## config.mk

```make
export PLATFORM = sky130hd
export DESIGN_NAME = fetch_unit
export DESIGN_NICKNAME = d
export VERILOG_FILES = /design/src/rtl/fetch_unit.sv
export SDC_FILE = /design/constraint.sdc
export NUM_CORES = 1
export LEC_CHECK = 0
export BUFFER_PORTS_ARGS = -buffer_cell sky130_fd_sc_hd__buf_2
export CORE_MARGIN = 3
export CORE_UTILIZATION = 53
export CTS_CLUSTER_DIAMETER = 40
export CTS_CLUSTER_SIZE = 24
export DETAILED_ROUTE_END_ITERATION = 10
export HOLD_SLACK_MARGIN = 0.02
export PLACE_DENSITY = 0.82
export SLEW_MARGIN = 20
export SYNTH_ARGS = -nofsm -noshare
export SYNTH_HDL_FRONTEND = slang
export SYNTH_SLANG_ARGS = --single-unit
```

## constraint.sdc

```tcl
create_clock -name clk -period 2.8 [get_ports clk]
set_input_delay 0.14 -clock clk [delete_from_list [all_inputs] [get_ports clk]]
set_output_delay 0.14 -clock clk [all_outputs]
set_load 0.01 [all_outputs]
```

## src/rtl/fetch_unit.sv

```systemverilog
`default_nettype none
// ============================================================================
// Module   : fetch_unit
// Brief    : Instruction fetch with prefetch FIFO, credit-based requests and
//            redirect flush of buffered and in-flight instructions.
// Revision : 1.0 - initial release
// ============================================================================
module fetch_unit #(
  parameter logic [31:0] RESET_PC = 32'h0000_0000,
  parameter int          DEPTH    = 4
) (
  input  logic        clk,
  input  logic        rst,
  output logic        imem_req_valid,
  input  logic        imem_req_ready,
  output logic [31:0] imem_req_addr,
  input  logic        imem_rsp_valid,
  input  logic [31:0] imem_rsp_data,
  output logic        instr_valid,
  input  logic        instr_ready,
  output logic [31:0] instr_data,
  output logic [31:0] instr_pc,
  input  logic        redirect_valid,
  input  logic [31:0] redirect_pc
);

  localparam int c_AW = $clog2(DEPTH);
  localparam int c_CW = c_AW + 1;
  localparam logic [c_CW:0] c_DEPTH_W = DEPTH[c_CW:0];

  typedef enum logic [1:0] {
    S_RESET = 2'd0,
    S_RUN   = 2'd1,
    S_FLUSH = 2'd2
  } state_t;

  state_t            r_state;
  state_t            w_state_nxt;
  logic [31:0]       r_fetch_pc;
  logic [31:0]       r_rsp_pc;
  logic [c_CW-1:0]   r_outstanding;
  logic [c_CW-1:0]   r_count;
  logic [c_AW-1:0]   r_rd_ptr;
  logic [c_AW-1:0]   r_wr_ptr;
  logic [31:0]       r_mem_pc   [DEPTH];
  logic [31:0]       r_mem_data [DEPTH];

  logic [c_CW:0]     w_credit_sum;
  logic              w_req_fire;
  logic              w_rsp_take;
  logic              w_redirect;
  logic              w_push;
  logic              w_pop;
  logic [c_CW-1:0]   w_outstanding_nxt;
  logic [31:0]       w_redirect_pc;
  logic              w_unused;

  // Requests are gated purely by registered state so memory sees a clean valid.
  assign w_credit_sum   = {1'b0, r_count} + {1'b0, r_outstanding};
  assign imem_req_valid = (r_state == S_RUN) && (w_credit_sum < c_DEPTH_W);
  assign imem_req_addr  = r_fetch_pc;

  assign w_req_fire    = imem_req_valid && imem_req_ready;
  assign w_rsp_take    = imem_rsp_valid && (r_outstanding != '0);
  assign w_redirect    = redirect_valid && (r_state != S_RESET);
  assign w_push        = w_rsp_take && (r_state == S_RUN) && !w_redirect;
  assign w_redirect_pc = {redirect_pc[31:2], 2'b00};
  assign w_unused      = ^redirect_pc[1:0];

  assign instr_valid = (r_count != '0) && (r_state != S_FLUSH);
  assign instr_data  = r_mem_data[r_rd_ptr];
  assign instr_pc    = r_mem_pc[r_rd_ptr];
  assign w_pop       = instr_valid && instr_ready;

  assign w_outstanding_nxt = r_outstanding
                           + {{(c_CW-1){1'b0}}, w_req_fire}
                           - {{(c_CW-1){1'b0}}, w_rsp_take};

  always_comb begin
    w_state_nxt = r_state;
    case (r_state)
      S_RESET: w_state_nxt = S_RUN;
      S_RUN: begin
        if (w_redirect && (w_outstanding_nxt != '0))
          w_state_nxt = S_FLUSH;
      end
      S_FLUSH: begin
        if (w_outstanding_nxt == '0)
          w_state_nxt = S_RUN;
      end
      default: w_state_nxt = S_RESET;
    endcase
  end

  always_ff @(posedge clk or negedge rst) begin
    if (!rst) begin
      r_state       <= S_RESET;
      r_fetch_pc    <= RESET_PC;
      r_rsp_pc      <= RESET_PC;
      r_outstanding <= '0;
      r_count       <= '0;
      r_rd_ptr      <= '0;
      r_wr_ptr      <= '0;
      for (int i = 0; i < DEPTH; i++) begin
        r_mem_pc[i]   <= '0;
        r_mem_data[i] <= '0;
      end
    end else begin
      r_state       <= w_state_nxt;
      r_outstanding <= w_outstanding_nxt;

      if (w_redirect)
        r_fetch_pc <= w_redirect_pc;
      else if (w_req_fire)
        r_fetch_pc <= r_fetch_pc + 32'd4;

      if (w_redirect)
        r_rsp_pc <= w_redirect_pc;
      else if (w_push)
        r_rsp_pc <= r_rsp_pc + 32'd4;

      // A redirect empties the queue even if the decoder pops this cycle.
      if (w_redirect) begin
        r_count  <= '0;
        r_rd_ptr <= '0;
        r_wr_ptr <= '0;
      end else begin
        if (w_push) begin
          r_mem_pc[r_wr_ptr]   <= r_rsp_pc;
          r_mem_data[r_wr_ptr] <= imem_rsp_data;
          r_wr_ptr             <= r_wr_ptr + 1'b1;
        end
        if (w_pop)
          r_rd_ptr <= r_rd_ptr + 1'b1;
        r_count <= r_count
                 + {{(c_CW-1){1'b0}}, w_push}
                 - {{(c_CW-1){1'b0}}, w_pop};
      end
    end
  end

endmodule
`default_nettype wire

```

==> results.toml, run 1 <==
[synthesis]
synth_ff_type = "dfrtp_1"
synth-xor-area-share_pct = 3.436
synthDistinctLibCells = 45
synthCells = 1056
syn-cell-area_mm2 = 0.01479
synth_seq_cells = 320
synth_top_area_cell = "dfrtp_1"
synth_mux_area_share_pct = 28.33
ys_top_cells_by_area = "dfrtp_1, mux2_2, mux4_2"
syn_avg_cell_area_um2 = 14.00
synth_top_family_by_area = "multiplexers"
seq_area_frac_synth_pct = 54.16
synth_top_cell_area_share_pct = 54.16
yosysWarnings = 0
synthSimpleGateAreaFrac_pct = 7.430
synth_edf_count = 0
async_reset_ff_share_pct = 100.0
synth_compound_area_share_pct = 2.513
yosys.area_share.adder_pct = 1.286

[power]
ir_drop_uv = 640.6
internal_power_mw = 13.44
power_frac_comb_pct = 34.2
power_mw = 20.35
p_clk_share_pct = 26.0
p_sw_mw = 6.913
swShare_pct = 33.97
power.density_mw_per_mm2 = 1112
seqPwrFrac_pct = 39.8
p_leak_nw = 8.115

[sta]
finalSetupViolCount = 0
tightest_slew_ns = 0.7990
final.period_utilization_pct = 95.97
rsz0062_at_grt = "true"
drv_slew = 0
max_freq_ghz = 0.3722
period_minus_slack_ns = 2.687
fin_ws_ns = 0.1129
finalHoldViolCount = 0
skew_ns = 0.02191
holdWs_ns = 0.2552
maxSlewHeadroom_pct = 46.73

[grt]
grt_pass1_wl_um = 57000
met3_usage_pct = 4.809
gr-usage-met1_pct = 31.12
busiest_layer = "met2"
grt_pass1_vias = 10697
grt_use_total_pct = 23.31
use_met2_pct = 39.15
antenna_found_initial = 0
grt_max_degree = 102
gr-total-overflow = 0

[worst_setup_path]
cp_slowest_cell = "dfrtp_1"
crit_path_end_kind = "register"
crit_top_cell = "ha_4"
max_stage_delay_ns = 0.41
critical_path_required_ns = 3.25
crit_family = "adder cells"
reg2reg_slack_ns = 0.11
r2r_end = "r_state[0]"
r2r_start = "r_outstanding[2]"
reg2regPathDepth = 14
path_cells = "ha_4, nor3_4, and4_4, clkinv_4, ha_4, inv_4, ha_4, inv_2, fa_2, xnor2_2, xnor2_2, nor3_2, a21oi_1, a21oi_1"
path_buf_inv = 3
arrival_ns = 3.14
startpoint_type = "register"
cp_max_fo = 2
worstSetupPathType = "register to register"

[route]
routedWlPerCell_um = 20.59
dr_total_vias = 9768
wirelength_um = 34760
viasPerCell = 5.787
dr.pass1.iters = 4
drt_iter0_markers = 672
ant_nets = 0
drc = 0

[clocking]
cts_tree = "done"
cts_max_path_buffers = 3
worstSkewPairLatency_ns = 0.53
numCtsBuffers = 41
cts.sinks = 320
h-tree-depth = 2
cts_root_buf = "clkbuf_16"
clk_pin_slew_ns = 0.06

[min_path]
hold_path.class = "input port to register"
whs_path_depth = 5
min_from = "imem_rsp_valid"
min_to = "r_wr_ptr[1]"

[die]
core_mm2 = 0.02718
die_area_mm2 = 0.02994
die_height_um = 173.0
row_count = 60
start_util_pct = 54.41
io_pins = 168
die_w_um = 173.0

[cells_and_area]
drive_above_1_share_pct = 45.67
design_area_mm2 = 0.01831
area_growth_pct = 23.81
diodes = 0
nets = 1371
finish.utilization_pct = 67.36

[outcome]
outcome = "finished, final reports clean"

[run]
cap_violations = 0

[place]
pre_cts_ws_ns = -0.03738
post_dp_cell_area_mm2 = 0.01618
port_buffers = 161
routabilityCongestion = 0.8476
dpl.hpwl_um = 21460
repair_timing:
item                                    in CTS  in global routing
hold buffers                                65                  0
gates cloned                                 0                  0
resized for setup                            1                  6
setup buffers                                0                  3
endpoints found under the hold margin      287                  0
endpoints found under the setup margin       2                  2
pin swaps                                    0                  7
area by class of cell:
type                       count  area (um^2)
clock buffer                  47         1121
clock inverter                25        291.5
fill                        1874         8870
inverter                      15        63.81
multi-input combinational    652         6465
sequential                   320         8013
tap                          372        465.4
timing repair buffer         257         1887
sequential cells by signal, summed over array words and instances, names as in the netlist:
name / flops
imem_req_addr: 30
r_count: 3
r_mem_data: 128
r_mem_pc: 120
r_outstanding: 3
r_rd_ptr: 2
r_rsp_pc: 30
r_state: 2
r_wr_ptr: 2
layer usage:
| layer | up-vias | share of wire, % |
|---|---|---|
| li1 | 4309 | - |
| met3 | 62 | 5.8 |
| met1 | 5080 | 43 |
| met2 | 317 | 50 |
| met5 | - | 0 |
| met4 | 0 | 1.9 |
cell families (layout without fill, tap and decap cells):
kind of cell             count (synthesis)  in the layout
AO/OA/AOI/OAI                           70             70
AND/OR/NAND/NOR                        196            196
adder cells (fa/ha/maj)                 14             14
multiplexers                           310            310
buffers and inverters                   87            344
XOR/XNOR                                58             58
other                                    1              4
flip-flops                             320            320
tightest hold or removal path, stage by stage:
cell and delay, ns:
buf_2 0.11, and3b_1 0.19, nand2_1 0.09, buf_4 0.13
o21ai_0 0.08
cell usage after synthesis (2+ instances only):
| cell | n |
|---|---|
| nor3_1 | 13 |
| and3_1 | 7 |
| buf_4 | 5 |
| and3b_1 | 2 |
| buf_1 | 4 |
| dfrtp_1 | 320 |
| a21oi_1 | 51 |
| a31oi_1 | 5 |
| mux4_2 | 62 |
| and2_1 | 13 |
| nor4_1 | 7 |
| buf_6 | 2 |
| nand2_1 | 30 |
| clkbuf_1 | 23 |
| nor2b_1 | 2 |
| nand3_1 | 22 |
| ha_1 | 12 |
| fa_1 | 2 |
| o211ai_1 | 2 |
| nor4b_1 | 3 |
| clkbuf_2 | 2 |
| nor2_1 | 44 |
| o21ai_1 | 2 |
| nand4_1 | 24 |
| nor4_2 | 4 |
| or3_1 | 2 |
| and4_1 | 15 |
| or4_1 | 3 |
| xor2_1 | 22 |
| mux2_2 | 248 |
| o21ai_0 | 7 |
| buf_2 | 35 |
| xnor2_1 | 36 |
| inv_1 | 14 |
placed cells by master, fill, tap and decap left out, drive strengths merged, types with 10 or more instances in the layout:
master       count
xnor2           36
ha              12
clkbuf          47
nor2            44
mux4            62
dlygate4sd3     65
nand4           25
and4            15
mux2           248
nand2           30
a21oi           51
xor2            22
nand3           22
and2            13
dfrtp          320
buf            192
nor4            11
inv             23
nor3            13
clkinv          10
power by group through the flow:
| stage | Clock, mW | Combinational (mW) | Sequential, mW |
|---|---|---|---|
| after global placement | 0 | 6.51 | 7.91 |
| after floorplan | 0 | 4.79 | 7.47 |
| after CTS | 5.43 | 6.88 | 8.03 |
| final | 5.30 | 6.96 | 8.09 |
| after global routing | 5.63 | 7.54 | 8.33 |
| after detailed placement | 0 | 6.73 | 8.07 |
per-stage QoR:
| stage | std cells | TNS, ns |
|---|---|---|
| 2_1_floorplan | 1059 | -0.04544 |
| 3_5_place_dp | 1548 | -0.03738 |
| 3_3_place_gp | 1548 | 0 |
| 4_1_cts | 1685 | 0 |
| 5_1_grt | 1688 | -0.02518 |
| 6_report | 1688 | 0 |
worst max-delay path by stage:
stage / from / to / slack, ns / cells after the start
detailed placement: r_count[2] / r_state[0] / -0.04 / 14
finish: r_outstanding[2] / r_state[0] / 0.11 / 14
global placement: r_count[2] / r_state[0] / 0.04 / 14
floorplan: r_count[2] / r_state[0] / -0.04 / 16
CTS: r_count[2] / r_state[0] / 0.01 / 14
global route: r_outstanding[2] / r_state[0] / -0.03 / 14
Note: power is estimated with default switching activity, not from simulation.
==> run 2, diff against run 1 <==
--- a/config.mk
+++ b/config.mk
@@ -6,6 +6,7 @@
 export NUM_CORES = 1
 export LEC_CHECK = 0
 export BUFFER_PORTS_ARGS = -buffer_cell sky130_fd_sc_hd__buf_2
+export CORE_ASPECT_RATIO = 1.1
 export CORE_MARGIN = 3
 export CORE_UTILIZATION = 53
 export CTS_CLUSTER_DIAMETER = 40
==> run 2 against run 1 <==
  * Sequential share of layout area decreased by 0.12 points
  * Clock-buffer cell count unchanged
  * Sequential power decreased by 0.5%
  * Global-route usage increased by 0.32 points
  * Fmax decreased by 3.2%
  * Combinational power about the same
  * Critical path depth unchanged
  * Clock skew increased by 0.0074 ns
  * Sequential cell count unchanged
==> results.toml, run 2 (synthesized netlist as in run 1, its figures left out) <==
[cells_and_area]
final_cell_mix = "dfrtp_1, mux2_2, buf_2, dlygate4sd3_1, mux4_2"
finish.utilization_pct = 67.50
regMostFlops = "r_mem_data"
nets = 1376
area_growth_pct = 24.16
stdcell_count = 1686
fillers = 1825
drive_above_1_share_pct = 46.08
design_area_mm2 = 0.01836
largest_reg_flops = 128
layout_commonest_cell = "dfrtp_1"
reg_top3 = "r_mem_data (128), r_mem_pc (120)"

[worst_setup_path]
cp_max_fo = 2
crit_path_end_kind = "register"
crit_family = "adder cells"
cp_slowest_cell = "dfrtp_1"
arrival_ns = 3.24
max_stage_delay_ns = 0.40
path_cells = "ha_1, nor3_2, and4_4, clkinv_4, ha_4, inv_2, ha_4, inv_2, fa_2, xnor2_2, xnor2_2, nor3_2, a21oi_1, a21oi_1"
critical_path_required_ns = 3.27
worstSetupPathType = "register to register"
path_buf_inv = 3
startpoint_type = "register"

[die]
row_count = 63
start_util_pct = 54.37
die_w_um = 165.3
die_area_mm2 = 0.02994
die_height_um = 181.2
io_pins = 168
core_mm2 = 0.02719

[place]
routabilityCongestion = 0.8831
post_dp_cell_area_mm2 = 0.01612
placed_cells = 1535
port_buffers = 161
dpl.hpwl_um = 20950

[sta]
period_minus_slack_ns = 2.777
skew_ns = 0.02933
fin_tns_setup_ns = 0
finalSetupViolCount = 0
maxSlewHeadroom_pct = 65.80
final.period_utilization_pct = 99.19
drv_slew = 0
rsz0062_at_grt = "true"
tightest_slew_ns = 0.5131
max_freq_ghz = 0.3601
finalHoldViolCount = 0

[route]
dr.pass1.iters = 5
routedWlPerCell_um = 20.86
drc = 0
drt_iter0_markers = 682
viasPerCell = 5.856
wirelength_um = 35170
ant_nets = 0
dr_total_vias = 9873

[clocking]
worstSkewPairLatency_ns = 0.54
numCtsBuffers = 44
cts.sinks = 320
clk_pin_slew_ns = 0.06
cts_root_buf = "clkbuf_16"
cts_tree = "done"
cts_max_path_buffers = 3
h-tree-depth = 2

[grt]
grt_pass1_vias = 10602
gr-total-overflow = 0
antenna_found_initial = 1
grt_use_total_pct = 23.63
grt_pass1_wl_um = 56360
grt_max_degree = 81

[power]
power.density_mw_per_mm2 = 1130
ir_drop_uv = 662.9
power_mw = 20.74
p_leak_nw = 8.179

[outcome]
outcome = "finished, final reports clean"

[run]
cap_violations = 0

[min_path]
hold_path.class = "input port to async pin"
-- run 2: cell type report --
type / instances / area (um^2) / area share [%]
diodes: 1 / 2.502 / 0.01363
clock inverters: 35 / 405.4 / 2.208
repair buffers: 259 / 1839 / 10.02
flip-flops and latches: 320 / 8013 / 43.65
multi-input cells: 652 / 6446 / 35.11
inverters: 15 / 61.31 / 0.3340
well taps: 357 / 446.7 / 2.433
clock buffers: 47 / 1144 / 6.230
-- run 2: through the flow --
stage          hold slack, ns  worst slack (ns)
6_report               0.1298           0.02276
3_3_place_gp          0.09903           0.04500
5_1_grt                0.1678          -0.09491
2_1_floorplan         -0.1556          -0.04394
4_1_cts                0.1373          0.007368
3_5_place_dp           0.1073          -0.01390
-- run 2: power breakdown --
group | internal, mW | switching, mW
Sequential | 6.39 | 1.66
Clock | 3.33 | 2.40
Combinational | 3.79 | 3.17
Total | 13.5 | 7.23
-- run 2: per-layer routing --
layer	global-route usage, %	vias to the layer above	part of all wire [%]
li1	-	4360	-
met1	30.97	5069	41
met2	40.43	382	50
met3	5.045	62	7.0
met4	5.336	0	1.8
met5	0	-	0
-- run 2: worst reg2reg max path: stages, from the launching register on --
cell and delay, ns:
dfrtp_1 0.40, ha_1 0.31, nor3_2 0.17, and4_4 0.28, clkinv_4 0.06, ha_4 0.21, inv_2 0.05, ha_4 0.11
inv_2 0.04, fa_2 0.37, xnor2_2 0.21, xnor2_2 0.11, nor3_2 0.21, a21oi_1 0.06, a21oi_1 0.11
-- run 2: worst paths after layout --
path                                     start                end  slack [ns]  depth (start not counted)
worst min register to register    r_mem_pc[38]       r_mem_pc[38]        0.50                          1
worst max register to register      r_count[2]         r_state[0]        0.02                         14
worst max-delay path                r_count[2]         r_state[0]        0.02                         14
worst min-delay path                       rst  imem_req_addr[20]        0.13                          2
max in group asynchronous                  rst    r_mem_data[112]        1.85                          3
min in group clk                imem_rsp_valid   r_outstanding[0]        0.29                          5
-- run 2: repair_timing --
item,in CTS,in global routing
setup endpoints to repair,2,2
setup buffers,0,3
pin swaps,0,1
endpoints found under the hold margin,370,0
resized for setup,4,0
hold buffers,65,0
gates cloned,0,0
==> run 3, diff against run 2 <==
--- a/config.mk
+++ b/config.mk
@@ -13,7 +13,8 @@
 export CTS_CLUSTER_SIZE = 24
 export DETAILED_ROUTE_END_ITERATION = 10
 export HOLD_SLACK_MARGIN = 0.02
-export PLACE_DENSITY = 0.82
+export PLACE_DENSITY = 0.76
+export RECOVER_POWER = 25
 export SLEW_MARGIN = 20
 export SYNTH_ARGS = -nofsm -noshare
 export SYNTH_HDL_FRONTEND = slang
==> run 3 against run 2 <==
  * The flow now finishes with violations (capacitance limit, slew limit)
  * Utilization fell by 0.10 points
  * Sequential power fell by 1%
  * Worst hold slack got worse by 0.090 ns
  * Largest power group unchanged
==> results.toml, run 3 (synthesized netlist as in run 1, its figures left out) <==
[sta]
finalHoldViolCount = 0
skew_ns = 0.01876
final.period_utilization_pct = 97.82
finalSetupViolCount = 0
max_freq_ghz = 0.3651
rsz0062_at_grt = "true"
drv_slew = 82
tightest_slew_ns = 2.033
maxSlewHeadroom_pct = -35.51
period_minus_slack_ns = 2.739
holdWs_ns = 0.04025

[grt]
grt_use_total_pct = 22.86
gr-total-overflow = 0
antenna_found_initial = 0
grt_pass1_wl_um = 54660
grt_max_degree = 83
grt_pass1_vias = 10384

[worst_setup_path]
crit_path_end_kind = "register"
reg2regPathDepth = 14
reg2reg_slack_ns = 0.06
cp-startpoint = "r_count[2]"
r2r_start = "r_count[2]"
startpoint_type = "register"
worstSetupPathType = "register to register"
cp_max_fo = 2
arrival_ns = 3.19
critical_path_required_ns = 3.25

[die]
die_w_um = 165.3
row_count = 63
die_height_um = 181.2
die_area_mm2 = 0.02994
core_mm2 = 0.02719
start_util_pct = 54.37
io_pins = 168

[cells_and_area]
design_area_mm2 = 0.01833
reg_top3 = "r_mem_data (128), r_mem_pc (120)"
final_cell_mix = "dfrtp_1, mux2_2, buf_2, dlygate4sd3_1, mux4_2"
drive_above_1_share_pct = 46.11
area_growth_pct = 23.97
largest_reg_flops = 128
nets = 1374
diodes = 0
regMostFlops = "r_mem_data"
layout_commonest_cell = "dfrtp_1"

[clocking]
cts_tree = "done"
cts_root_buf = "clkbuf_16"
cts_max_path_buffers = 3
h-tree-depth = 2
numCtsBuffers = 44
clk_pin_slew_ns = 0.06
worstSkewPairLatency_ns = 0.54
cts.sinks = 320

[power]
p_leak_nw = 8.167
power.density_mw_per_mm2 = 1124
ir_drop_uv = 589.7

[route]
dr.pass1.iters = 5
dr_total_vias = 9697
drt_iter0_markers = 486
ant_nets = 0
drc = 0
routedWlPerCell_um = 19.99
wirelength_um = 33630
viasPerCell = 5.765

[place]
dpl.hpwl_um = 20520
port_buffers = 161
routabilityCongestion = 0.8855
post_dp_cell_area_mm2 = 0.01613

[min_path]
hold_path.class = "input port to register"
whs_path_depth = 4
min_from = "instr_ready"

[outcome]
outcome = "complete, but fails checks"
violations = "capacitance limit, slew limit"

[run]
cap_violations = 1
==> run 3: changes by cell type in the layout (fill, tap and decap cells not counted), sizes merged <==
cell         before  now
clkinv           13   10
bufinv            2    3
inv              33   29
clkinvlp          2    4
buf             194  190
diode             1    0
dlygate4sd3      65   64
clkbuf           47   53
==> run 3: path summary, 6_finish.rpt <==
kind                                  endpoint
worst max-delay path                r_state[0]
min in group asynchronous       r_mem_data[92]
max in group asynchronous          r_rd_ptr[0]
worst max register to register      r_state[0]
worst min-delay path               r_rd_ptr[1]
worst min register to register  r_mem_data[53]
==> run 3: worst max-delay path: stages (launching register included) <==
cell and delay [ns]:
dfrtp_1 0.39, ha_1 0.31, nor3_2 0.15, and4_4 0.27, clkinv_4 0.06, ha_4 0.20, inv_2 0.06, ha_4 0.12
inv_2 0.03, fa_2 0.36, xnor2_2 0.15, xnor2_1 0.15, nor3_2 0.24, a21oi_1 0.07, a21oi_1 0.12
==> run 3: per-layer routing <==
metal  wire length (um)  GRT usage, %  vias up  share of wire, %
met5                  0             0        -                 0
met4                674         5.805        0               2.0
met3               1836         4.150       60               5.5
met2              16790         38.34      293                50
met1              14330         30.89     5004                43
li1                   -             -     4340                 -
==> run 3: layout make-up <==
type / count / area, um^2
fillers: 1913 / 8865
flip-flops and latches: 320 / 8013
multi-input cells: 652 / 6441
repair buffers: 257 / 1789
clock buffers: 50 / 1206
well taps: 357 / 446.7
clock inverters: 31 / 372.9
inverters: 15 / 61.31
==> run 3: what timing repair did <==
action / in CTS / in global routing
endpoints found under the setup margin: 2 / 3
buffers inserted: 0 / 1
resized for setup: 1 / 3
hold buffers: 64 / 0
endpoints found under the hold margin: 267 / 0
==> run 3: through the flow <==
stage	cells	setup WS (ns)	TNS [ns]	utilization (%)	power (mW)
2_1_floorplan	1059	-0.04394	-0.04544	-	12.26
3_3_place_gp	1536	0.06407	0	59.30	14.48
3_5_place_dp	1536	-0.02204	-0.02204	59.30	14.75
4_1_cts	1681	0.02393	0	67.48	20.75
5_1_grt	1682	-0.05548	-0.06589	67.40	21.79
6_report	1682	0.06096	0	67.40	20.60
==> run 3: report_power, final <==
group / total [mW] / leakage (nW) / switching (mW) / internal, mW
clock: 5.81 / 0.766 / 2.31 / 3.50
sequential: 7.93 / 4.06 / 1.53 / 6.40
combinational: 6.86 / 3.34 / 3.12 / 3.74
